--- src/rtl/sprite_blit_pkg.sv ---
// Shared constants and FSM state type for the sprite blitter.
package sprite_blit_pkg;
  localparam int SPR_W_DEF  = 64;
  localparam int SPR_H_DEF  = 64;
  localparam int FB_W_DEF   = 320;
  localparam int FB_H_DEF   = 240;
  localparam int IDX_W_DEF  = 4;
  localparam int FB_ADDR_W  = 17;
  localparam int ROM_ADDR_W = 12;
  localparam int POS_W      = 10;

  typedef enum logic [1:0] {IDLE, FETCH, WRITE, DONE} state_t;
endpackage

--- src/rtl/sprite_blit_addr.sv ---
// Address generation: ROM address for the current source pixel, frame-buffer
// address for its destination, and whether that destination is on screen.
module sprite_blit_addr
  import sprite_blit_pkg::*;
#(
  parameter int SPR_W = SPR_W_DEF,
  parameter int SPR_H = SPR_H_DEF,
  parameter int FB_W  = FB_W_DEF,
  parameter int FB_H  = FB_H_DEF,
  localparam int SXW  = $clog2(SPR_W),
  localparam int SYW  = $clog2(SPR_H)
) (
  input  logic [POS_W-1:0]      pos_x,
  input  logic [POS_W-1:0]      pos_y,
  input  logic [SXW-1:0]        sx,
  input  logic [SYW-1:0]        sy,
  input  logic                  flip,
  output logic [ROM_ADDR_W-1:0] rom_addr,
  output logic [FB_ADDR_W-1:0]  fb_addr,
  output logic                  in_bounds
);
  logic [SXW-1:0] src_x;
  logic [POS_W:0] x, y;

  // One extra bit on x/y so positions near 1023 cannot wrap back on screen.
  always_comb begin
    src_x     = flip ? SXW'(SPR_W - 1) - sx : sx;
    x         = {1'b0, pos_x} + (POS_W+1)'(sx);
    y         = {1'b0, pos_y} + (POS_W+1)'(sy);
    in_bounds = (x < (POS_W+1)'(FB_W)) && (y < (POS_W+1)'(FB_H));
    rom_addr  = ROM_ADDR_W'(sy) * ROM_ADDR_W'(SPR_W) + ROM_ADDR_W'(src_x);
    fb_addr   = FB_ADDR_W'(y) * FB_ADDR_W'(FB_W) + FB_ADDR_W'(x);
  end
endmodule

--- src/rtl/sprite_blitter.sv ---
// Copies one sprite from a sync ROM into the frame buffer, skipping transparent
// pixels and clipping at the screen edges. SPRITE_BLIT_FLIP_EN adds horizontal mirroring.
module sprite_blitter
  import sprite_blit_pkg::*;
#(
  parameter int SPR_W       = SPR_W_DEF,
  parameter int SPR_H       = SPR_H_DEF,
  parameter int FB_W        = FB_W_DEF,
  parameter int FB_H        = FB_H_DEF,
  parameter int IDX_W       = IDX_W_DEF,
  parameter int TRANSPARENT = 0
) (
  input  logic                  vga_clk,
  input  logic                  Reset,
  input  logic                  start,
  input  logic [POS_W-1:0]      pos_x,
  input  logic [POS_W-1:0]      pos_y,
`ifdef SPRITE_BLIT_FLIP_EN
  input  logic                  flip,
`endif
  output logic                  busy,
  output logic                  done,
  output logic [ROM_ADDR_W-1:0] rom_addr,
  input  logic [IDX_W-1:0]      rom_q,
  output logic                  fb_we,
  output logic [FB_ADDR_W-1:0]  fb_addr,
  output logic [IDX_W-1:0]      fb_data,
  input  logic                  fb_ready
);
  localparam int SXW = $clog2(SPR_W);
  localparam int SYW = $clog2(SPR_H);

  state_t             state, state_d;
  logic [SXW-1:0]     sx;
  logic [SYW-1:0]     sy;
  logic [POS_W-1:0]   px, py;
  logic               flip_q;
  logic               hold;
  logic [IDX_W-1:0]   pix_q, pix;
  logic [FB_ADDR_W-1:0] dst_addr;
  logic               in_bounds, wr_need, advance, last;

  sprite_blit_addr #(.SPR_W(SPR_W), .SPR_H(SPR_H), .FB_W(FB_W), .FB_H(FB_H)) u_addr (
    .pos_x(px), .pos_y(py), .sx(sx), .sy(sy), .flip(flip_q),
    .rom_addr(rom_addr), .fb_addr(dst_addr), .in_bounds(in_bounds)
  );

  // While stalled on fb_ready the ROM word is replayed from pix_q, so the
  // write stays stable even if the ROM output were to change.
  assign pix     = hold ? pix_q : rom_q;
  assign wr_need = (state == WRITE) && (pix != IDX_W'(TRANSPARENT)) && in_bounds;
  assign last    = (sx == SXW'(SPR_W - 1)) && (sy == SYW'(SPR_H - 1));
  assign fb_we   = wr_need;
  assign fb_addr = wr_need ? dst_addr : '0;
  assign fb_data = wr_need ? pix : '0;
  assign busy    = (state != IDLE);
  assign done    = (state == DONE);

  always_comb begin
    state_d = state;
    advance = 1'b0;
    case (state)
      IDLE:  if (start) state_d = FETCH;
      FETCH: state_d = WRITE;
      WRITE: if (!wr_need || fb_ready) begin
               advance = 1'b1;
               state_d = last ? DONE : FETCH;
             end
      DONE:  state_d = IDLE;
      default: state_d = IDLE;
    endcase
  end

  always_ff @(posedge vga_clk) begin
    if (Reset) begin
      state  <= IDLE;
      sx     <= '0;
      sy     <= '0;
      px     <= '0;
      py     <= '0;
      flip_q <= 1'b0;
      hold   <= 1'b0;
      pix_q  <= '0;
    end else begin
      state <= state_d;
      hold  <= (state == WRITE) && !advance;
      pix_q <= pix;
      if (state == IDLE && start) begin
        px <= pos_x;
        py <= pos_y;
        sx <= '0;
        sy <= '0;
`ifdef SPRITE_BLIT_FLIP_EN
        flip_q <= flip;
`else
        flip_q <= 1'b0;
`endif
      end else if (advance && !last) begin
        if (sx == SXW'(SPR_W - 1)) begin
          sx <= '0;
          sy <= sy + 1'b1;
        end else begin
          sx <= sx + 1'b1;
        end
      end
    end
  end
endmodule

--- config.mk ---
export PLATFORM = sky130hd
export DESIGN_NAME = sprite_blitter
export DESIGN_NICKNAME = d
export VERILOG_FILES = /design/src/rtl/sprite_blit_pkg.sv /design/src/rtl/sprite_blit_addr.sv /design/src/rtl/sprite_blitter.sv
export SDC_FILE = /design/constraint.sdc
export NUM_CORES = 1
export LEC_CHECK = 0
export BUFFER_PORTS_ARGS = -buffer_cell sky130_fd_sc_hd__buf_4
export CAP_MARGIN = 20
export CORE_UTILIZATION = 30
export DETAILED_ROUTE_END_ITERATION = 12
export GPL_TIMING_DRIVEN = 0
export PLACE_DENSITY = 0.48
export SYNTH_ARGS = -nofsm -noshare
export SYNTH_HDL_FRONTEND = slang
export SYNTH_SLANG_ARGS = --single-unit
--- constraint.sdc ---
create_clock -name vga_clk -period 7.9 [get_ports vga_clk]
set_clock_uncertainty 0.2 [all_clocks]
set_input_delay 1.185 -clock vga_clk [delete_from_list [all_inputs] [get_ports vga_clk]]
set_output_delay 1.185 -clock vga_clk [all_outputs]
set_load 0.1 [all_outputs]
### After elaboration in Yosys (flattened, before gate mapping)

Index checks and enable logic that the tools add are counted.
W data, S select, Z words.

| storage, ports and cells | value |
|---|---|
| register bits after elaboration | 39 |
| output and inout port bits | 36 |
| word-level logic and storage cells | 50 |

| operators by class | value |
|---|---|
| muxes and demuxes | 10 |
| add/sub/neg operators | 6 |
| $mul | 1 |
| $lt $le $gt $ge | 2 |
| reduce and logical (&&, ||, !) cells | 17 |
| equality and inequality tests | 7 |

Operators with widths:

| kind | count |
|---|---|
| $add A10 B6 Y11 | 2 |
| $add A17 B11 Y17 | 1 |
| $mux W17 | 1 |
| $add A12 B6 Y12 | 1 |
| $add A6 B1 Y6 const B | 2 |
| $eq A6 B6 Y1 const B | 2 |
| $lt A11 B8 Y1 const B | 1 |
| $lt A11 B9 Y1 const B | 1 |
| $mul A11 B3 Y11 const B | 1 |
| $mux W4 | 2 |
| $pmux W2 S4 | 1 |
| $logic_and A1 B1 Y1 | 7 |
| $mux W2 | 3 |
| $mux W6 | 1 |
| $eq A2 B2 Y1 const B | 2 |
| $reduce_and A2 Y1 | 2 |
| $reduce_bool A4 Y1 | 1 |
| $logic_not A1 Y1 | 3 |
| $eq A2 B1 Y1 const B | 1 |
| $logic_not A2 Y1 | 1 |
| $mux W1 | 2 |
| $ne A2 B1 Y1 const B | 1 |
| $ne A2 B2 Y1 const B | 1 |
| $reduce_bool A2 Y1 | 1 |
| other kinds (2) | 2 |

### Longest topological paths before layout

| depth | value |
|---|---|
| word-level depth | 10 |
| depth in mapped cells | 18 |
| depth with buffers taken out | 18 |

### Cells and area by module

Synthesis repeated with hierarchy kept, for this count alone.

| unflattened totals | value |
|---|---|
| cell total of the unflattened synthesis | 423 |
| area total of the unflattened synthesis | 3,345.7 um2 |

Modules (own cells, without submodules):

| module | cells each | seq. area each (um2) | instances | area each (um2) |
|---|---|---|---|---|
| sprite_blitter | 222 | 780.7 | 1 | 1,793.0 |
| sprite_blit_addr | 201 | 0.0 | 1 | 1,552.7 |

### Worst setup path after synthesis

OpenSTA, ideal clock, no wires.

| timing | value |
|---|---|
| path type | register -> output |
| from | register sx[0] |
| to | output fb_addr[16] |
| data arrival time | 5,377 ps |
| data required time | 6,515 ps |
| stages on the path, launching flop included | 19 |
| slack | 1,138 ps |
| cells stage by stage | dfxtp_1 -> ha_1 -> inv_1 -> fa_1 -> and2b_1 -> o211ai_2 -> a21boi_0 -> nor2_1 -> xnor2_1 -> ha_1 -> fa_1 -> a21o_1 -> a21oi_1 -> nand2b_1 -> a21oi_1 -> and3_1 -> nand3_1 -> xnor2_1 -> nor2_1 |

| on the way | value |
|---|---|
| word-level cells in the longest chain between the ends | 5 |
| elaborated cells on any way between the ends | 6 |
| those cells by class | add/sub (2); order compare (1); mux (1); reduce/logical (2) |

RTL lines:

| element | line | text |
|---|---|---|
| from (decl) | sprite_blitter.sv:34 | `logic [SXW-1:0] sx;` |
| from (signal assigned) | sprite_blitter.sv:103 | `sx <= sx + 1'b1;` |
| $add A10 B6 Y11 * | sprite_blit_addr.sv:28 | `x = {1'b0, pos_x} + (POS_W+1)'(sx);` |
| $lt A11 B9 Y1 | sprite_blit_addr.sv:30 | `in_bounds = (x < (POS_W+1)'(FB_W)) && (y < (POS_W+1)'(FB_H));` |
| $logic_and A1 B1 Y1 | sprite_blit_addr.sv:30 |  |
| $logic_and A1 B1 Y1 | sprite_blitter.sv:51 | `assign wr_need = (state == WRITE) && (pix != IDX_W'(TRANSPARENT)) && in_bounds;` |
| $mux W17 * | sprite_blitter.sv:54 | `assign fb_addr = wr_need ? dst_addr : '0;` |
| to (decl) | sprite_blitter.sv:26 | `output logic [FB_ADDR_W-1:0] fb_addr,` |

Mark *: on every way between the ends. The rest lies on a longest branch, timed or not.

### Final worst setup path

Same ends and word-level chain as after synthesis.

==> PnR_summary.wiki <==
{| class="wikitable"
! Metric !! Value
|-
| Post-synth top area share || 0.234
|-
| DIE WIDTH || between 100 and 150 microns
|-
| Clock sink total || 39
|-
| Number of endpoints failing setup at the final stage || 0
|-
| Maximum level of the CTS H-tree || 2
|-
| Number of buffers inserted to repair setup after CTS || 0
|-
| Most common library cell in the layout ignoring fill and taps || sky130_fd_sc_hd__buf_4
|-
| Post-synthesis to final-layout area growth || 21.9%
|-
| Total overflow reported by the global router || 0
|-
| Number of cells upsized or downsized after cts || 0
|-
| Top post-synthesis cells by area || sky130_fd_sc_hd__dfxtp_1 23%, sky130_fd_sc_hd__ha_1 12%, sky130_fd_sc_hd__a21oi_1 6.5%
|-
| Hold path depth || 2
|-
| Number of instances in the synthesized netlist || 417
|-
| Nets || roughly 550
|-
| Minimum period implied by the final worst setup slack || 5890 ps
|-
| Core Box Area || roughly 11,000 sq um
|-
| Flop-to-flop setup slack || 4540 ps
|-
| Final hold vios || 0
|-
| Cell type with the largest total area after synthesis || sky130_fd_sc_hd__dfxtp_1
|-
| Period utilization || 0.745
|-
| Worst-path fanout max || 6
|-
| Overall die height || roughly 110 microns
|-
| Die Outline Area || 11,500 sq um
|-
| Max-Slew Margin vs Limit || 0.601
|-
| Ant. Diodes || 0
|-
| Cells traversed along the worst timing path || ha_1 -> inv_1 -> fa_1 -> and2b_1 -> o211ai_2 -> a21boi_0 -> nor2_1 -> xnor2_1 -> ha_1 -> fa_1 -> a21o_1 -> a21oi_1 -> nand2b_1 -> a21oi_1 -> and3_1 -> nand3_1 -> xnor2_1 -> nor2_1 -> buf_4
|-
| Number of buffers added on ports || 63
|-
| Buffers from clock root to sink, at most || 2
|-
| Placer congestion estimate || slightly above 0.8
|-
| Remaining number of nets flagged by the antenna check after routing || 0
|-
| Post-Synthesis Net Count || 482
|-
| Yosys warning total || 0
|-
| Worst stage delay on the critical path || 450 ps
|-
| Critical hold path startpoint || py[4]
|-
| Worst skew pair latency || 290 ps
|-
| Number of CTS-inserted buffers || 5
|-
| Setup TNS || 0 ps
|-
| Via count of the first global-routing pass || 3,035
|-
| Overall global routing resource usage || 0.166
|-
| Number of enable-type register cells in the synthesized netlist || 0
|-
| Clock root buffer master || sky130_fd_sc_hd__clkbuf_8
|-
| Final instance count without filler cells || between 600 and 700
|-
| DRC violation count after routing || 0
|-
| Aggregate routed wire length || 9050 microns
|-
| Sort of element at the start of the critical path || flip-flop
|-
| Placed Cells || between 600 and 700
|-
| Worst setup path class || flip-flop to output port
|-
| Transition time at the pin with the least slew margin || 598 ps
|-
| Total power density per cell area || 120 nW/um^2
|-
| Final count of pins violating max slew || 0
|-
| Worst Path Arrival || 4500 ps
|-
| Cts-stage hold buffer count || 0
|-
| Number of placement rows || 38
|-
| Hold/Removal Path Class || flip-flop to flip-flop
|-
| Routed wirelength normalized by instance count || 14.4 microns
|-
| Crit end category || output port
|-
| Power after layout || a little under 0.0005 W
|-
| Vias after detailed routing || 3,077
|-
| Largest net degree at the start of global routing || 12
|-
| Number of vias per cell after detailed routing || 4.90
|-
| Summed instance area of the synthesized netlist || 3340 sq um
|-
| I/O pin cnt || 64
|-
| Standard cell with the maximum stage delay on the critical path || sky130_fd_sc_hd__dfxtp_1
|-
| Launch instance of the worst register-to-register path || sx[0]
|-
| Peak Freq || 170 MHz
|-
| Destination of the worst hold path || py[4]
|-
| Number of antenna violations at the first check in global routing || 0
|-
| IR Drop Worst-Case VDD || 62.5 uV
|-
| Half-perimeter wire length of the detailed placement result || between 7000 and 8000 microns
|-
| Worst Reg-to-Reg Cells || 12
|-
| Commonest cells after routing, fill and taps aside || 64 x sky130_fd_sc_hd__buf_4, 57 x sky130_fd_sc_hd__nand2_1, 43 x sky130_fd_sc_hd__a21oi_1
|-
| Starting density of the core || 0.308
|-
| Synth Register Bits || 39
|-
| Most instantiated flip-flop cell in the synthesis netlist || sky130_fd_sc_hd__dfxtp_1
|-
| Fraction of layout instances using a drive strength above 1 || 0.217
|-
| Leakage || 1.70 nW
|-
| CTS tree || done
|-
| Fraction of synthesis flops using an asynchronous set or reset pin || 0
|-
| Sequential area share after synthesis || 0.234
|-
| Number of iterations in the first detailed-routing pass || 4
|-
| Clock slew seen by the registers of the worst setup and hold paths || 70 ps
|-
| Required time at the endpoint of the critical path || approximately 6500 ps
|-
| Result of the run || finished, final reports clean
|-
| Mean area per synthesized cell || 8.00 sq um
|-
| Unrepaired setup endpoints after global routing || no
|-
| Count of maximum capacitance violations || 0
|-
| Unique masters post-synth || 65
|-
| RR Endpoint || sx[5]
|-
| Fillers || 1,205
|-
| Number of violations reported at the end of detailed-routing iteration 0 || 78
|-
| First-pass GRT wire length || between 10,000 and 15,000 microns
|}
[critical path, delay by kind of cell (launching register included)]
kind | cells | cell delay (ps)
buffers and inverters | 2 | 360
and+or+nand+nor | 6 | 930
AOI/OAI and AO/OA | 5 | 980
DFF | 1 | 450
xor gates and xnor gates | 2 | 220
adders and majority gates | 4 | 1270
[report_power, final]
group | total [W] | switching [W] | internal [W]
sequential | 0.000213 | 0.00000709 | 0.000206
clock | 0.000131 | 0.0000694 | 0.0000620
combinational | 0.000144 | 0.0000916 | 0.0000520
[worst max-delay path by stage]
stage	startpoint	end	slack, ps	depth (start not counted)
after floorplan	sx[0]	fb_addr[16]	1140	18
after global placement	sx[0]	fb_addr[16]	2270	19
after detailed placement	sx[0]	fb_addr[16]	2330	19
after CTS	sx[0]	fb_addr[16]	1960	19
after global routing	sx[0]	fb_addr[16]	1600	19
final	sx[0]	fb_addr[16]	2010	19
[cell usage after synthesis, types with 2 or more instances]
master / n
sky130_fd_sc_hd__xor2_1: 7
sky130_fd_sc_hd__dfxtp_1: 39
sky130_fd_sc_hd__nor2_1: 35
sky130_fd_sc_hd__or3_1: 9
sky130_fd_sc_hd__o21ai_0: 9
sky130_fd_sc_hd__nand2_1: 57
sky130_fd_sc_hd__o21ai_2: 2
sky130_fd_sc_hd__a21o_1: 6
sky130_fd_sc_hd__a21oi_1: 43
sky130_fd_sc_hd__and2_1: 9
sky130_fd_sc_hd__a211oi_1: 6
sky130_fd_sc_hd__nor2b_1: 3
sky130_fd_sc_hd__a211oi_2: 3
sky130_fd_sc_hd__o21ai_1: 9
sky130_fd_sc_hd__buf_2: 3
sky130_fd_sc_hd__o21a_1: 5
sky130_fd_sc_hd__nor4_1: 4
sky130_fd_sc_hd__and3_1: 2
sky130_fd_sc_hd__o21bai_1: 3
sky130_fd_sc_hd__inv_1: 13
sky130_fd_sc_hd__or4_1: 4
sky130_fd_sc_hd__mux2i_1: 4
sky130_fd_sc_hd__nand4_1: 2
sky130_fd_sc_hd__ha_1: 33
sky130_fd_sc_hd__clkbuf_1: 10
sky130_fd_sc_hd__nor3_1: 7
sky130_fd_sc_hd__buf_6: 3
sky130_fd_sc_hd__nor3b_1: 3
sky130_fd_sc_hd__xnor2_1: 17
sky130_fd_sc_hd__fa_1: 4
sky130_fd_sc_hd__o31ai_1: 3
sky130_fd_sc_hd__or2_2: 2
sky130_fd_sc_hd__nand3_1: 12
sky130_fd_sc_hd__nor2_4: 9
sky130_fd_sc_hd__o211ai_1: 2
sky130_fd_sc_hd__nand2b_1: 5
sky130_fd_sc_hd__buf_8: 2
[per-layer routing]
layer,vias to the layer above,wire length (microns),part of all wire,global-route usage
met5,-,0,0,0
met4,0,91,0.010,0.0411
met3,7,205,0.023,0.0182
met2,36,4270,0.47,0.285
met1,1415,4480,0.49,0.220
li1,1619,-,-,-
[flip-flops by register name (all words and copies together) (netlist names)]
name and count:
py 10, sx 6, hold 1, state 2
pix_q 4, px 10, sy 6
[stage by stage]
step / area (sq um) / setup slack, ps / utilization / hold slack, ps
CTS: 4070 / 1960 / 0.375 / 263
detailed placement: 3980 / 2330 / 0.367 / 253
global route: 4070 / 1600 / 0.375 / 288
finish: 4070 / 2010 / 0.375 / 262
global placement: 3980 / 2270 / 0.367 / 247
floorplan: 3340 / 1140 / - / 240
[kinds of logic (layout without fill, tap and decap cells)]
logic type               Yosys count  after routing  share of synthesized area
buffers and inverters             33            104                     0.0529
XOR/XNOR                          24             24                     0.0630
AO/OA/AOI/OAI                    107            107                      0.213
adder cells (fa/ha/maj)           37             37                      0.148
AND/OR/NAND/NOR                  173            173                      0.277
multiplexers                       4              4                     0.0120
flip-flops                        39             39                      0.234
[area by class of cell]
class                           instances  area (sq um)  area share
Sequential cell                        39           781       0.192
Timing Repair Buffer                   63           473       0.116
Inverter                               14          52.6      0.0129
Multi-Input combinational cell        345          2380       0.585
Buffer                                 19           124      0.0305
Clock buffer                            7          76.3      0.0188
Clock inverter                          1          5.00     0.00123
Tap cell                              140           175      0.0431
Note: power is estimated with default switching activity, not from simulation.
